--- config.mk ---
export PLATFORM = sky130hd
export DESIGN_NAME = fcs_check_multi
export DESIGN_NICKNAME = d
export VERILOG_FILES = /design/src/rtl/fcs_pkg.sv /design/src/rtl/fcs_lane.sv /design/src/rtl/fcs_check_multi.sv
export SDC_FILE = /design/constraint.sdc
export NUM_CORES = 1
export LEC_CHECK = 0
export CORE_UTILIZATION = 60
export CTS_CLUSTER_SIZE = 40
export DETAILED_ROUTE_END_ITERATION = 8
export GPL_TIMING_DRIVEN = 0
export MAX_ROUTING_LAYER = met4
export PLACE_DENSITY = 0.76
export SYNTH_ARGS = -nofsm -noshare
export SYNTH_HDL_FRONTEND = slang
export SYNTH_HIERARCHICAL = 1
export SYNTH_SLANG_ARGS = --single-unit
--- constraint.sdc ---
create_clock -name clk -period 4.8 [get_ports clk]
set_input_delay 1.2 -clock clk [delete_from_list [all_inputs] [get_ports clk]]
set_output_delay 1.2 -clock clk [all_outputs]
set_load 0.02 [all_outputs]
--- src/rtl/fcs_pkg.sv ---
// Shared CRC-32 constants, lane state encoding and byte-wise CRC update for the FCS checkers.
package fcs_pkg;

  localparam logic [31:0] CRC32_POLY_REFL = 32'hEDB88320;
  localparam logic [31:0] CRC32_INIT      = 32'hFFFFFFFF;
  localparam logic [31:0] CRC32_RESIDUE   = 32'hDEBB20E3;

  typedef enum logic [1:0] {
    IDLE,
    DATA,
    FCS
  } lane_state_e;

  // Reflected CRC-32 over one byte, LSB first; the loop unrolls into 8 XOR stages.
  function automatic logic [31:0] crc32_update_byte(input logic [31:0] crc,
                                                    input logic [7:0]  data);
    logic [31:0] c;
    c = crc ^ {24'h000000, data};
    for (int i = 0; i < 8; i++) begin
      c = c[0] ? ((c >> 1) ^ CRC32_POLY_REFL) : (c >> 1);
    end
    return c;
  endfunction

endpackage

--- src/rtl/fcs_lane.sv ---
// One byte-wide Ethernet FCS checker lane: CRC, length counter and frame FSM.
module fcs_lane
  import fcs_pkg::*;
#(
  parameter int unsigned MIN_LEN = 64,
  parameter int unsigned MAX_LEN = 1518,
  parameter int unsigned LEN_W   = $clog2(MAX_LEN + 2)
) (
  input  logic       clk,
  input  logic       reset,
  input  logic       data_valid,
  input  logic       start_of_frame,
  input  logic       end_of_frame,
  input  logic [7:0] data_in,
  output logic       fcs_done,
  output logic       fcs_error,
  output logic       len_error
);

  localparam logic [LEN_W-1:0] LenSat = LEN_W'(MAX_LEN + 1);
  localparam logic [LEN_W-1:0] LenMin = LEN_W'(MIN_LEN);
  localparam logic [LEN_W-1:0] LenMax = LEN_W'(MAX_LEN);

  lane_state_e      state_q, state_d;
  logic [31:0]      crc_q, crc_d;
  logic [LEN_W-1:0] len_q, len_d;
  logic [1:0]       fcs_cnt_q, fcs_cnt_d;
  logic             done_q, done_d;
  logic             fcs_err_q, fcs_err_d;
  logic             len_err_q, len_err_d;

  logic [31:0]      crc_next;
  logic [31:0]      crc_first;
  logic [LEN_W-1:0] len_inc;

  assign crc_next  = crc32_update_byte(crc_q, data_in);
  assign crc_first = crc32_update_byte(CRC32_INIT, data_in);
  // Saturate so oversize frames can never wrap back into the legal range.
  assign len_inc   = (len_q == LenSat) ? len_q : len_q + LEN_W'(1);

  always_comb begin
    state_d   = state_q;
    crc_d     = crc_q;
    len_d     = len_q;
    fcs_cnt_d = fcs_cnt_q;
    done_d    = 1'b0;
    fcs_err_d = fcs_err_q;
    len_err_d = len_err_q;

    if (data_valid) begin
      if (start_of_frame) begin
        // Also aborts any frame in flight, with no result reported for it.
        crc_d     = crc_first;
        len_d     = LEN_W'(1);
        fcs_cnt_d = 2'd1;
        state_d   = end_of_frame ? FCS : DATA;
      end else begin
        unique case (state_q)
          IDLE: ;
          DATA: begin
            crc_d = crc_next;
            len_d = len_inc;
            if (end_of_frame) begin
              fcs_cnt_d = 2'd1;
              state_d   = FCS;
            end
          end
          FCS: begin
            crc_d = crc_next;
            len_d = len_inc;
            if (fcs_cnt_q == 2'd3) begin
              state_d   = IDLE;
              done_d    = 1'b1;
              fcs_err_d = (crc_next != CRC32_RESIDUE);
              len_err_d = (len_inc < LenMin) || (len_inc > LenMax);
            end else begin
              fcs_cnt_d = fcs_cnt_q + 2'd1;
            end
          end
          default: state_d = IDLE;
        endcase
      end
    end
  end

  always_ff @(posedge clk or posedge reset) begin
    if (reset) begin
      state_q   <= IDLE;
      crc_q     <= CRC32_INIT;
      len_q     <= '0;
      fcs_cnt_q <= 2'd0;
      done_q    <= 1'b0;
      fcs_err_q <= 1'b0;
      len_err_q <= 1'b0;
    end else begin
      state_q   <= state_d;
      crc_q     <= crc_d;
      len_q     <= len_d;
      fcs_cnt_q <= fcs_cnt_d;
      done_q    <= done_d;
      fcs_err_q <= fcs_err_d;
      len_err_q <= len_err_d;
    end
  end

  assign fcs_done  = done_q;
  assign fcs_error = fcs_err_q;
  assign len_error = len_err_q;

endmodule

--- src/rtl/fcs_check_multi.sv ---
// NUM_PORTS independent FCS checker lanes, one per switch ingress port.
module fcs_check_multi
  import fcs_pkg::*;
#(
  parameter int unsigned NUM_PORTS = 4,
  parameter int unsigned MIN_LEN   = 64,
  parameter int unsigned MAX_LEN   = 1518,
  parameter int unsigned LEN_W     = $clog2(MAX_LEN + 2)
) (
  input  logic                   clk,
  input  logic                   reset,
  input  logic [NUM_PORTS-1:0]   data_valid,
  input  logic [NUM_PORTS-1:0]   start_of_frame,
  input  logic [NUM_PORTS-1:0]   end_of_frame,
  input  logic [8*NUM_PORTS-1:0] data_in,
  output logic [NUM_PORTS-1:0]   fcs_done,
  output logic [NUM_PORTS-1:0]   fcs_error,
  output logic [NUM_PORTS-1:0]   len_error
);

  for (genvar i = 0; i < NUM_PORTS; i++) begin : g_lane
    fcs_lane #(
      .MIN_LEN(MIN_LEN),
      .MAX_LEN(MAX_LEN),
      .LEN_W  (LEN_W)
    ) u_lane (
      .clk           (clk),
      .reset         (reset),
      .data_valid    (data_valid[i]),
      .start_of_frame(start_of_frame[i]),
      .end_of_frame  (end_of_frame[i]),
      .data_in       (data_in[8*i +: 8]),
      .fcs_done      (fcs_done[i]),
      .fcs_error     (fcs_error[i]),
      .len_error     (len_error[i])
    );
  end

endmodule
==> out/qor.yml <==
dp_slack_ns: 0.7862
antenna_cells: 0
synth_cell_types: 81
crit_type: "in -> reg"
place_hpwl_um: 33830
p_per_area_nw_per_um2: 889.5
start_util_pct: 61.13
mappedNetlistNets: 2033
die_h_um: 173.2
grt_overflow_total: 0
die_area_um2: 30010
drive_gt1_share_pct: 14.69
clkLatencyLatePin_ns: 0.46
cts_buffers: 17
grt_setup_unrepaired: "false"
syn-mean-instance-area_um2: 8.962
via_per_inst: 5.874
wire_per_inst_um: 19.05
drt_iter0_drc: 1077
drt_wl_total_um: 45840
cap_viol_max_count: 0
drtAntennaViolNets: 0
cts_hold_buf: 0
drv_slew: 0
crit_top_cell: "xnor2_1"
multiInputGateArea_um2: 11620
crit_chain: "clkdlybuf4s50_1 > xnor2_1 > xnor2_2 > xnor2_1 > or3_1 > a221oi_2 > a31oi_1"
portBuffers: 23
grt_usage_pct: 32.21
grt_pass1_wl_um: 74000
cp.buffers_inverters: 1
crit_path_start_kind: "input port"
worstPathArrival_ns: 3.92
grt_max_degree: 42
root_buffer: "clkbuf_16"
numClockSinks: 200
area_delta_synth_final_pct: 7.902
vias: 14130
ys_seq_area_share_pct: 29.36
boundaryPins: 58
syn_area_um2: 17590
vdd_drop_max_mv: 0.5898
critPathCaptureType: "register"
dr.pass1.iters: 5
period_needed_ns: 3.597
ys_ff_latch: 200
crit_fanout: 6
slew_headroom_pct: 38.85
netlist_instances: 1963
cts_buffer_depth: 2
coreArea_um2: 28780
holdCritPathClass: "reg -> reg"
placementRows: 62
final_net_count: 2079
layout_setup_ws_ns: 1.203
fin_skew_ns: 0.007679
tightest_slew_ns: 0.9107
ff_latch_area_um2: 5165
htreeDepth: 4
drc: 0
synthArstFlopShare_pct: 100.0
cts_resized: 0
dieWidth_um: 173.2
status: "complete, no violations"
setup_viol: 0
post-route-period-util_pct: 74.95
grt_pass1_vias: 13770
path_delay_family: "XOR/XNOR gates"
ys.flop_type: "dfstp_2"
antenna_found_initial: 0
crit_required_ns: 5.12
cpPeakStageDelay_ns: 0.74
gp_congestion: 0.9701
clkTransAtPathRegs_ns: 0.07
synth_edf_count: 0
slowest_stage: "xnor2_1"
max_freq_ghz: 0.2780
cts_setup_buffers: 0
tns_ns: 0
nFillCells: 2365
leakage_nw: 7.467
yosysWarnings: 6
cts_tree: "built"
finalHoldViolations: 0
## sequential cells by signal (all words and copies together), names as in the netlist
register / cells
g_lane.u_lane/crc_q: 128
g_lane.u_lane/len_q: 44
g_lane.u_lane/fcs_cnt_q: 8
g_lane.u_lane/state_q: 8
g_lane.u_lane/fcs_done: 4
g_lane.u_lane/fcs_error: 4
g_lane.u_lane/len_error: 4
## routing by layer
layer | vias up | global-route usage, % | routed length, µm
met5 | - | - | 0
met4 | 0 | 10.73 | 1166
met2 | 486 | 51.16 | 21630
met1 | 6844 | 42.24 | 20080
met3 | 83 | 4.846 | 2958
li1 | 6720 | - | -
## synthesized netlist by cell type, types with 6 or more instances
master | n | area [µm²]
buf_1 | 13 | 48.80
inv_1 | 41 | 153.9
nor2_1 | 119 | 446.7
xnor2_2 | 37 | 601.8
and3_1 | 22 | 137.6
nor3_1 | 31 | 155.2
o211ai_1 | 9 | 67.56
o21a_1 | 16 | 120.1
buf_4 | 9 | 67.56
nand4_1 | 8 | 50.05
mux2i_1 | 26 | 260.3
xor2_1 | 125 | 1095
a22oi_1 | 13 | 97.59
nand2_1 | 246 | 923.4
nand2b_1 | 8 | 50.05
a22o_1 | 6 | 52.55
nor3b_1 | 11 | 82.58
dfstp_2 | 128 | 3363
o21ai_0 | 219 | 1096
a21oi_1 | 65 | 325.3
xor2_2 | 6 | 97.59
ha_1 | 24 | 300.3
dfrtp_1 | 72 | 1802
nand3_1 | 53 | 265.3
o21ai_1 | 11 | 55.05
o22ai_1 | 8 | 50.05
nand3b_1 | 6 | 45.04
nor4_1 | 9 | 56.30
xnor2_1 | 333 | 2917
buf_6 | 8 | 90.09
xnor2_4 | 15 | 412.9
a31oi_1 | 16 | 100.1
clkbuf_1 | 75 | 281.5
nor2b_1 | 9 | 56.30
or3_1 | 12 | 75.07
and2_1 | 7 | 43.79
buf_2 | 31 | 155.2
xnor3_1 | 26 | 585.6
o31ai_1 | 8 | 60.06
## cell usage in the layout (no fill, tap or decap), types with 15 or more instances in the layout
cell type | netlist | final
xnor2_4 | 15 | 15
dfstp_2 | 128 | 128
dfrtp_1 | 72 | 72
xnor2_2 | 37 | 37
xnor3_1 | 26 | 26
clkbuf_1 | 75 | 76
o21a_1 | 16 | 16
mux2i_1 | 26 | 26
buf_2 | 31 | 31
a21oi_1 | 65 | 65
ha_1 | 24 | 24
o21ai_0 | 219 | 219
a31oi_1 | 16 | 16
nor3_1 | 31 | 31
and3_1 | 22 | 22
xnor2_1 | 333 | 333
nand3_1 | 53 | 53
clkdlybuf4s50_1 | 0 | 23
nand2_1 | 246 | 246
xor2_1 | 125 | 125
inv_1 | 41 | 37
clkbuf_16 | 0 | 17
nor2_1 | 119 | 119
## final timing paths
path                                                         from                                endpoint  slack, ns  depth (start not counted)
hold / removal             g_lane[3].u_lane/crc_q[22]$_DFFE_PP1P_  g_lane[3].u_lane/crc_q[22]$_DFFE_PP1P_       0.48                          2
setup / recovery                                       data_in[1]  g_lane[0].u_lane/fcs_error$_DFFE_PP0P_       1.20                          7
hold reg to reg            g_lane[3].u_lane/crc_q[22]$_DFFE_PP1P_  g_lane[3].u_lane/crc_q[22]$_DFFE_PP1P_       0.48                          2
min in group asynchronous                                   reset  g_lane[1].u_lane/len_q[10]$_DFFE_PP0P_       1.23                          2
setup reg to reg            g_lane[0].u_lane/crc_q[0]$_DFFE_PP1P_  g_lane[0].u_lane/fcs_error$_DFFE_PP0P_       1.80                         10
max in group asynchronous                                   reset   g_lane[0].u_lane/crc_q[6]$_DFFE_PP1P_       2.92                          3
## logic make-up (layout without fill, tap and decap cells)
logic type / Yosys count / count (layout) / synth area share [%]
compound gates: 410 / 410 / 13.57
buf+inv: 179 / 238 / 4.588
simple gates: 567 / 567 / 14.77
flops: 200 / 200 / 29.36
xor+xnor: 556 / 556 / 34.47
fa+ha+maj: 24 / 24 / 1.707
mux: 27 / 27 / 1.543
## area by class of cell
class                      instances  area share (%)
buffer                           136           3.388
timing repair buffer              27           1.635
multi-input combinational       1584           61.22
tap                              384           2.531
sequential                       200           27.21
clock buffer                      18           2.261
inverter                          43          0.8635
clock inverter                    14          0.8964
## where the power goes
part	switching [mW]	internal, mW
clock network	0.706	0.824
registers	0.695	2.80
logic	6.45	5.40
total	7.85	9.03
## through the flow
step                total power [mW]  instance area, µm²  cells  hold slack (ns)  util, %
floorplan                      12.70               17590   1963           0.4412        -
global placement               14.79               18300   2370           0.4538    63.59
detailed placement             15.08               18380   2374           0.4615    63.87
CTS                            16.74               18980   2406           0.4734    65.96
global route                   18.00               18980   2406           0.4861    65.96
finish                         16.88               18980   2406           0.4755    65.96
## worst reg2reg max path, cell delays in order, from the launching register on
cell and delay, ns:
dfstp_2 0.53, buf_6 0.14, xor2_1 0.57, xnor2_1 0.21
clkinv_1 0.19, ha_1 0.18, nand2_1 0.07, a2111oi_0 0.28
nand4b_1 0.23, a211oi_1 0.33, a31oi_1 0.16
Power figures use the tool's default switching activity.
